===== config.mk =====
export PLATFORM = sky130hd
export DESIGN_NAME = dispatch_buffer
export DESIGN_NICKNAME = d
export VERILOG_FILES = /design/src/rtl/instq_pkg.sv /design/src/rtl/dispatch_buffer.sv
export SDC_FILE = /design/constraint.sdc
export NUM_CORES = 1
export LEC_CHECK = 0
export CAP_MARGIN = 5
export CORE_ASPECT_RATIO = 1.75
export CORE_MARGIN = 2
export CORE_UTILIZATION = 45
export CTS_CLUSTER_SIZE = 16
export DETAILED_ROUTE_END_ITERATION = 16
export GPL_TIMING_DRIVEN = 0
export PLACE_DENSITY = 0.72
export SLEW_MARGIN = 20
export SYNTH_ARGS = -nofsm -noshare
export SYNTH_HDL_FRONTEND = slang
export SYNTH_SLANG_ARGS = --single-unit

===== constraint.sdc =====
create_clock -name clk -period 9.15 [get_ports clk]
set_input_delay 0.915 -clock clk [delete_from_list [all_inputs] [get_ports clk]]
set_output_delay 0.915 -clock clk [all_outputs]
set_load 0.03 [all_outputs]

===== src/rtl/instq_pkg.sv =====
// Shared instruction-queue definitions: field widths and the packed entry
// carried from fetch through the dispatch buffer to dispatch.
package instq_pkg;

    localparam int OPCODE_W = 12;
    localparam int REG_W    = 5;
    localparam int IMM_W    = 16;
    localparam int ADDR_W   = 26;
    localparam int PC_W     = 32;

    // One decoded instruction as stored in the buffer (106 bits).
    typedef struct packed {
        logic [OPCODE_W-1:0] opcode;
        logic [REG_W-1:0]    rs;
        logic [REG_W-1:0]    rt;
        logic [REG_W-1:0]    rd;
        logic [REG_W-1:0]    shamt;
        logic [IMM_W-1:0]    imm;
        logic [ADDR_W-1:0]   addr;
        logic [PC_W-1:0]     pc;
    } entry_t;

    localparam int ENTRY_W = $bits(entry_t);

endpackage


===== src/rtl/dispatch_buffer.sv =====
// Show-ahead instruction buffer between fetch and dispatch. Occupancy is
// tracked by an explicit counter so full/empty never rely on pointer equality.
module dispatch_buffer
    import instq_pkg::*;
#(
    parameter int DEPTH    = 8,
    parameter int AF_LEVEL = DEPTH - 2
) (
    input  logic                       clk,
    input  logic                       rst,
    input  logic                       in_valid,
    input  logic [OPCODE_W-1:0]        in_opcode,
    input  logic [REG_W-1:0]           in_rs,
    input  logic [REG_W-1:0]           in_rt,
    input  logic [REG_W-1:0]           in_rd,
    input  logic [REG_W-1:0]           in_shamt,
    input  logic [IMM_W-1:0]           in_imm,
    input  logic [ADDR_W-1:0]          in_addr,
    input  logic [PC_W-1:0]            in_pc,
    output logic                       in_ready,
    output logic                       almost_full,
    output logic                       out_valid,
    input  logic                       out_ready,
    output logic [OPCODE_W-1:0]        out_opcode,
    output logic [REG_W-1:0]           out_rs,
    output logic [REG_W-1:0]           out_rt,
    output logic [REG_W-1:0]           out_rd,
    output logic [REG_W-1:0]           out_shamt,
    output logic [IMM_W-1:0]           out_imm,
    output logic [ADDR_W-1:0]          out_addr,
    output logic [PC_W-1:0]            out_pc,
    input  logic                       flush,
    output logic [$clog2(DEPTH):0]     count,
    output logic                       overflow
);

    localparam int PTR_W = $clog2(DEPTH);
    localparam int CNT_W = PTR_W + 1;

    entry_t             r_mem [DEPTH];
    logic [PTR_W-1:0]   r_head;
    logic [PTR_W-1:0]   r_tail;
    logic [CNT_W-1:0]   r_count;
    logic               r_overflow;
    // Set by the first push after reset; until then the array holds
    // undefined data, so the head fields are forced to zero.
    logic               r_fresh;

    entry_t             w_in_entry;
    entry_t             w_head_entry;
    logic               w_full;
    logic               w_empty;
    logic               w_push;
    logic               w_pop;

    // Assemble the incoming fields into one packed entry.
    always_comb begin
        w_in_entry        = '0;
        w_in_entry.opcode = in_opcode;
        w_in_entry.rs     = in_rs;
        w_in_entry.rt     = in_rt;
        w_in_entry.rd     = in_rd;
        w_in_entry.shamt  = in_shamt;
        w_in_entry.imm    = in_imm;
        w_in_entry.addr   = in_addr;
        w_in_entry.pc     = in_pc;
    end

    assign w_full  = (r_count == CNT_W'(DEPTH));
    assign w_empty = (r_count == '0);
    assign w_push  = in_valid && !w_full;
    assign w_pop   = out_ready && !w_empty;

    // Storage write at the tail; the array itself is never reset.
    always_ff @(posedge clk) begin
        if (rst && w_push && !flush) begin
            r_mem[r_tail] <= w_in_entry;
        end
    end

    // Pointer, occupancy and status update; flush overrides push and pop.
    always_ff @(posedge clk or negedge rst) begin
        if (!rst) begin
            r_head     <= '0;
            r_tail     <= '0;
            r_count    <= '0;
            r_overflow <= 1'b0;
            r_fresh    <= 1'b0;
        end else begin
            if (in_valid && w_full) begin
                r_overflow <= 1'b1;
            end
            if (flush) begin
                r_head  <= '0;
                r_tail  <= '0;
                r_count <= '0;
            end else begin
                if (w_push) begin
                    r_tail  <= r_tail + PTR_W'(1);
                    r_fresh <= 1'b1;
                end
                if (w_pop) begin
                    r_head <= r_head + PTR_W'(1);
                end
                case ({w_push, w_pop})
                    2'b10:   r_count <= r_count + CNT_W'(1);
                    2'b01:   r_count <= r_count - CNT_W'(1);
                    default: r_count <= r_count;
                endcase
            end
        end
    end

    // Show-ahead read of the head slot, zeroed until the first push.
    always_comb begin
        w_head_entry = r_fresh ? r_mem[r_head] : '0;
    end

    assign out_opcode  = w_head_entry.opcode;
    assign out_rs      = w_head_entry.rs;
    assign out_rt      = w_head_entry.rt;
    assign out_rd      = w_head_entry.rd;
    assign out_shamt   = w_head_entry.shamt;
    assign out_imm     = w_head_entry.imm;
    assign out_addr    = w_head_entry.addr;
    assign out_pc      = w_head_entry.pc;

    assign in_ready    = !w_full;
    assign out_valid   = !w_empty;
    assign almost_full = (r_count >= CNT_W'(AF_LEVEL));
    assign count       = r_count;
    assign overflow    = r_overflow;

endmodule


==> results.py <==
metrics = {
    "hold_path": {
        "hold_path.class": "flop to flop",
    },
    "drt": {
        "num_vias": 15800,
        "vias_per_cell": 5.59,
        "ant_nets": 0,
        "avgRoutedWirePerCell_um": 26.5,
        "first_pass_iters": 5,
        "route.detailed.drc": 0,
        "drt-initial-drc-count": 1145,
        "wl_mm": 74.7,
    },
    "worst_setup_path": {
        "path_max_fanout": 10,
        "cp-end-kind": "primary output",
        "critPathLaunch": "r_head[1]$_DFFE_PN0P_",
        "r2r-start": "count[3]$_DFFE_PN0P_",
        "required_ps": 8240,
        "r2r-end": "r_mem[1][6]$_DFFE_PP_",
        "cp.arrival_ps": 4040,
        "endpoint": "out_rt[2]",
        "reg2reg_depth": 10,
        "critPathLaunchType": "flop",
        "path_class": "flop to primary output",
        "rrSetupSlack_ps": 5860,
    },
    "power": {
        "finalPower_mw": 10.1,
        "pwr-share-clk_pct": 31.3,
        "p_sw_mw": 2.71,
        "powerDensity_nw_per_um2": 249,
        "power.share.combinational_pct": 24.6,
        "seqPwrFrac_pct": 44.1,
        "p_int_mw": 7.34,
        "peakVddDrop_uv": 192,
        "p_sw_share_pct": 27.0,
        "p_leak_nw": 12.5,
    },
    "layout": {
        "fin_nets": 1945,
        "final_layout_size_suffix_gt1_share_pct": 25.3,
        "area_delta_synth_final_pct": 21.6,
        "postLayoutCellArea_um2": 40400,
        "fin_cells": 2823,
        "fill_cells": 5355,
    },
    "yosys": {
        "synth_top_area_cell": "edfxtp_1",
        "syn_avg_cell_area_um2": 23.1,
        "synth_cell_type_count": 37,
        "synthFlopType": "edfxtp_1",
        "synth_cells": 1434,
        "synth_area_leaders": "edfxtp_1 (77%), mux4_2 (14%), mux2i_1 (3.3%), nor2b_1 (2.0%), dfrtp_1 (0.90%)",
        "synth-seq-cells": 860,
        "synthDominantCellAreaShare_pct": 76.7,
        "netlist_area_um2": 33200,
        "synth-edff-count": 848,
        "synth.top_cells.by_count": "edfxtp_1 (848), mux4_2 (212), mux2i_1 (110)",
        "yosysMostFrequentCell": "edfxtp_1",
        "yosysSeqAreaShare_pct": 77.6,
        "syn_nets": 1549,
        "ys_warn_count": 0,
        "async_flop_share_pct": 1.40,
    },
    "sta": {
        "finalHoldViolations": 0,
        "tightest_slew_ps": 1090,
        "min_period_ps": 4950,
        "finalCritPeriodShare_pct": 54.1,
        "holdWs_ps": 479,
        "setup_violations": 0,
        "slew_violations": 0,
        "setup_tns_ps": 0,
        "slew_headroom_pct": 27.5,
        "fin_skew_ps": 16.1,
        "rsz0062_at_grt": "no",
        "fmax_ghz": 0.202,
    },
    "clocking": {
        "worstSkewPairLatency_ps": 630,
        "root_buffer": "clkbuf_16",
        "clockBufferDepth": 3,
        "clk_pin_slew_ps": 70,
        "cts_resized": 0,
        "ctsHoldBuffers": 0,
        "cts_tree": "yes",
        "postCtsSetupBuffers": 0,
        "cts_buffers": 74,
        "cts.sinks": 860,
        "htreeDepth": 3,
    },
    "placement": {
        "portBuffers": 224,
        "dp.cells": 2685,
        "postPlaceCellArea_um2": 37900,
        "place.gp.congestion": 0.748,
        "dp_hpwl_mm": 50.0,
    },
    "floorplan": {
        "core_um2": 72900,
        "die-area_um2": 76000,
        "rows": 131,
        "die_h_um": 363,
        "io_pins": 225,
        "die_width_um": 209,
        "initial_core_util_pct": 45.5,
    },
    "global_routing": {
        "grt_antenna_before_repair": 12,
        "grt_usage_pct": 20.0,
        "grt_max_degree": 20,
        "grt_pass1_wl_mm": 110,
        "grt_overflow": 0,
        "grt_pass1_vias": 17000,
    },
    "flow_run": {
        "max_cap_violations": 0,
    },
    "status": {
        "outcome": "finished, final reports clean",
    },
}
[how the worst min path moves through the flow]
| stage | slack (ps) | endpoint | cells after the start | start |
|---|---|---|---|---|
| 5_1_grt | 510 | overflow$_DFFE_PN0P_ | 1 | overflow$_DFFE_PN0P_ |
| 6_report | 480 | overflow$_DFFE_PN0P_ | 1 | overflow$_DFFE_PN0P_ |
| 4_1_cts | 480 | overflow$_DFFE_PN0P_ | 1 | overflow$_DFFE_PN0P_ |
| 2_1_floorplan | 540 | r_tail[0]$_DFFE_PN0P_ | 2 | r_tail[0]$_DFFE_PN0P_ |
| 3_3_place_gp | 460 | overflow$_DFFE_PN0P_ | 1 | overflow$_DFFE_PN0P_ |
| 3_5_place_dp | 470 | overflow$_DFFE_PN0P_ | 1 | overflow$_DFFE_PN0P_ |
[flip-flops by register name, summed over array words and instances, names as in the netlist]
name	count
count	4
overflow	1
r_fresh	1
r_head	3
r_mem	848
r_tail	3
[per-stage QoR]
step | setup slack [ps] | util (%)
2_1_floorplan | -277 | -
3_3_place_gp | -9130 | 50.2
3_5_place_dp | 4830 | 52.0
4_1_cts | 4140 | 55.3
5_1_grt | 4080 | 55.3
6_report | 4200 | 55.3
[power by group through the flow]
stage / combinational, mW / sequential [mW] / clock (mW)
after floorplan: 1.61 / 4.54 / 0
after global placement: 2.45 / 4.54 / 0
after detailed placement: 2.51 / 4.52 / 0
after CTS: 2.52 / 4.44 / 3.21
after global routing: 2.63 / 4.44 / 3.34
final: 2.47 / 4.44 / 3.14
[critical path: stages, from the launching register on]
cell and delay [ps]:
dfrtp_1 350, buf_2 240, clkbuf_1 840, buf_2 460, mux4_2 250, mux2i_1 60
nor2b_1 420, clkdlybuf4s50_1 780
[cell usage in the layout, fill, tap and decap left out, types with 2 or more instances in the layout]
cell               n
a21oi_1            4
and3b_1            2
buf_1              7
buf_12             4
buf_16            15
buf_2             31
buf_4             55
buf_6             23
buf_8             20
bufinv_16          9
clkbuf_1          35
clkbuf_16         75
clkdlybuf4s50_1  224
clkinv_1          13
clkinv_2           9
clkinv_8           2
clkinvlp_4         3
dfrtp_1           12
diode_2            5
edfxtp_1         848
ha_1               4
inv_6              5
mux2i_1          110
mux4_2           212
nand2_1            7
nand2b_1           4
nand3_1            5
nor2_1             9
nor2_4             2
nor2b_1          106
nor3_1             2
nor3_2             3
nor3_4             3
xnor2_1            3
xor2_1             3
[final cells by class]
class,count,area [um^2],share of cell area (%)
Clock buffer,91,1940,4.80
Timing Repair Buffer,320,3530,8.74
Sequential cell,860,25800,63.8
Tap cell,931,1160,2.89
Multi-Input combinational cell,495,7040,17.5
Antenna cell,5,12.5,0.0310
Clock inverter,42,472,1.17
Inverter,1,3.75,0.00930
Buffer,78,433,1.07
[kinds of logic (layout without fill, tap and decap cells)]
| kind of cell | Yosys count | after routing | share of synthesized area, % |
|---|---|---|---|
| simple gates | 150 | 150 | 2.70 |
| compound gates | 13 | 13 | 0.317 |
| buf+inv | 79 | 532 | 1.32 |
| flops | 860 | 860 | 77.6 |
| mux | 322 | 322 | 17.7 |
| other cells | 0 | 5 | 0 |
| fa+ha+maj | 4 | 4 | 0.151 |
| xor+xnor | 6 | 6 | 0.158 |
[routing by layer]
| layer | part of all wire [%] | global-route usage, % | vias up |
|---|---|---|---|
| li1 | - | - | 6782 |
| met1 | 39 | 25.0 | 8410 |
| met2 | 53 | 35.0 | 475 |
| met3 | 5.8 | 4.00 | 108 |
| met4 | 2.2 | 6.57 | 14 |
| met5 | 0.12 | 0 | - |
Note: power is estimated with default switching activity, not from simulation.
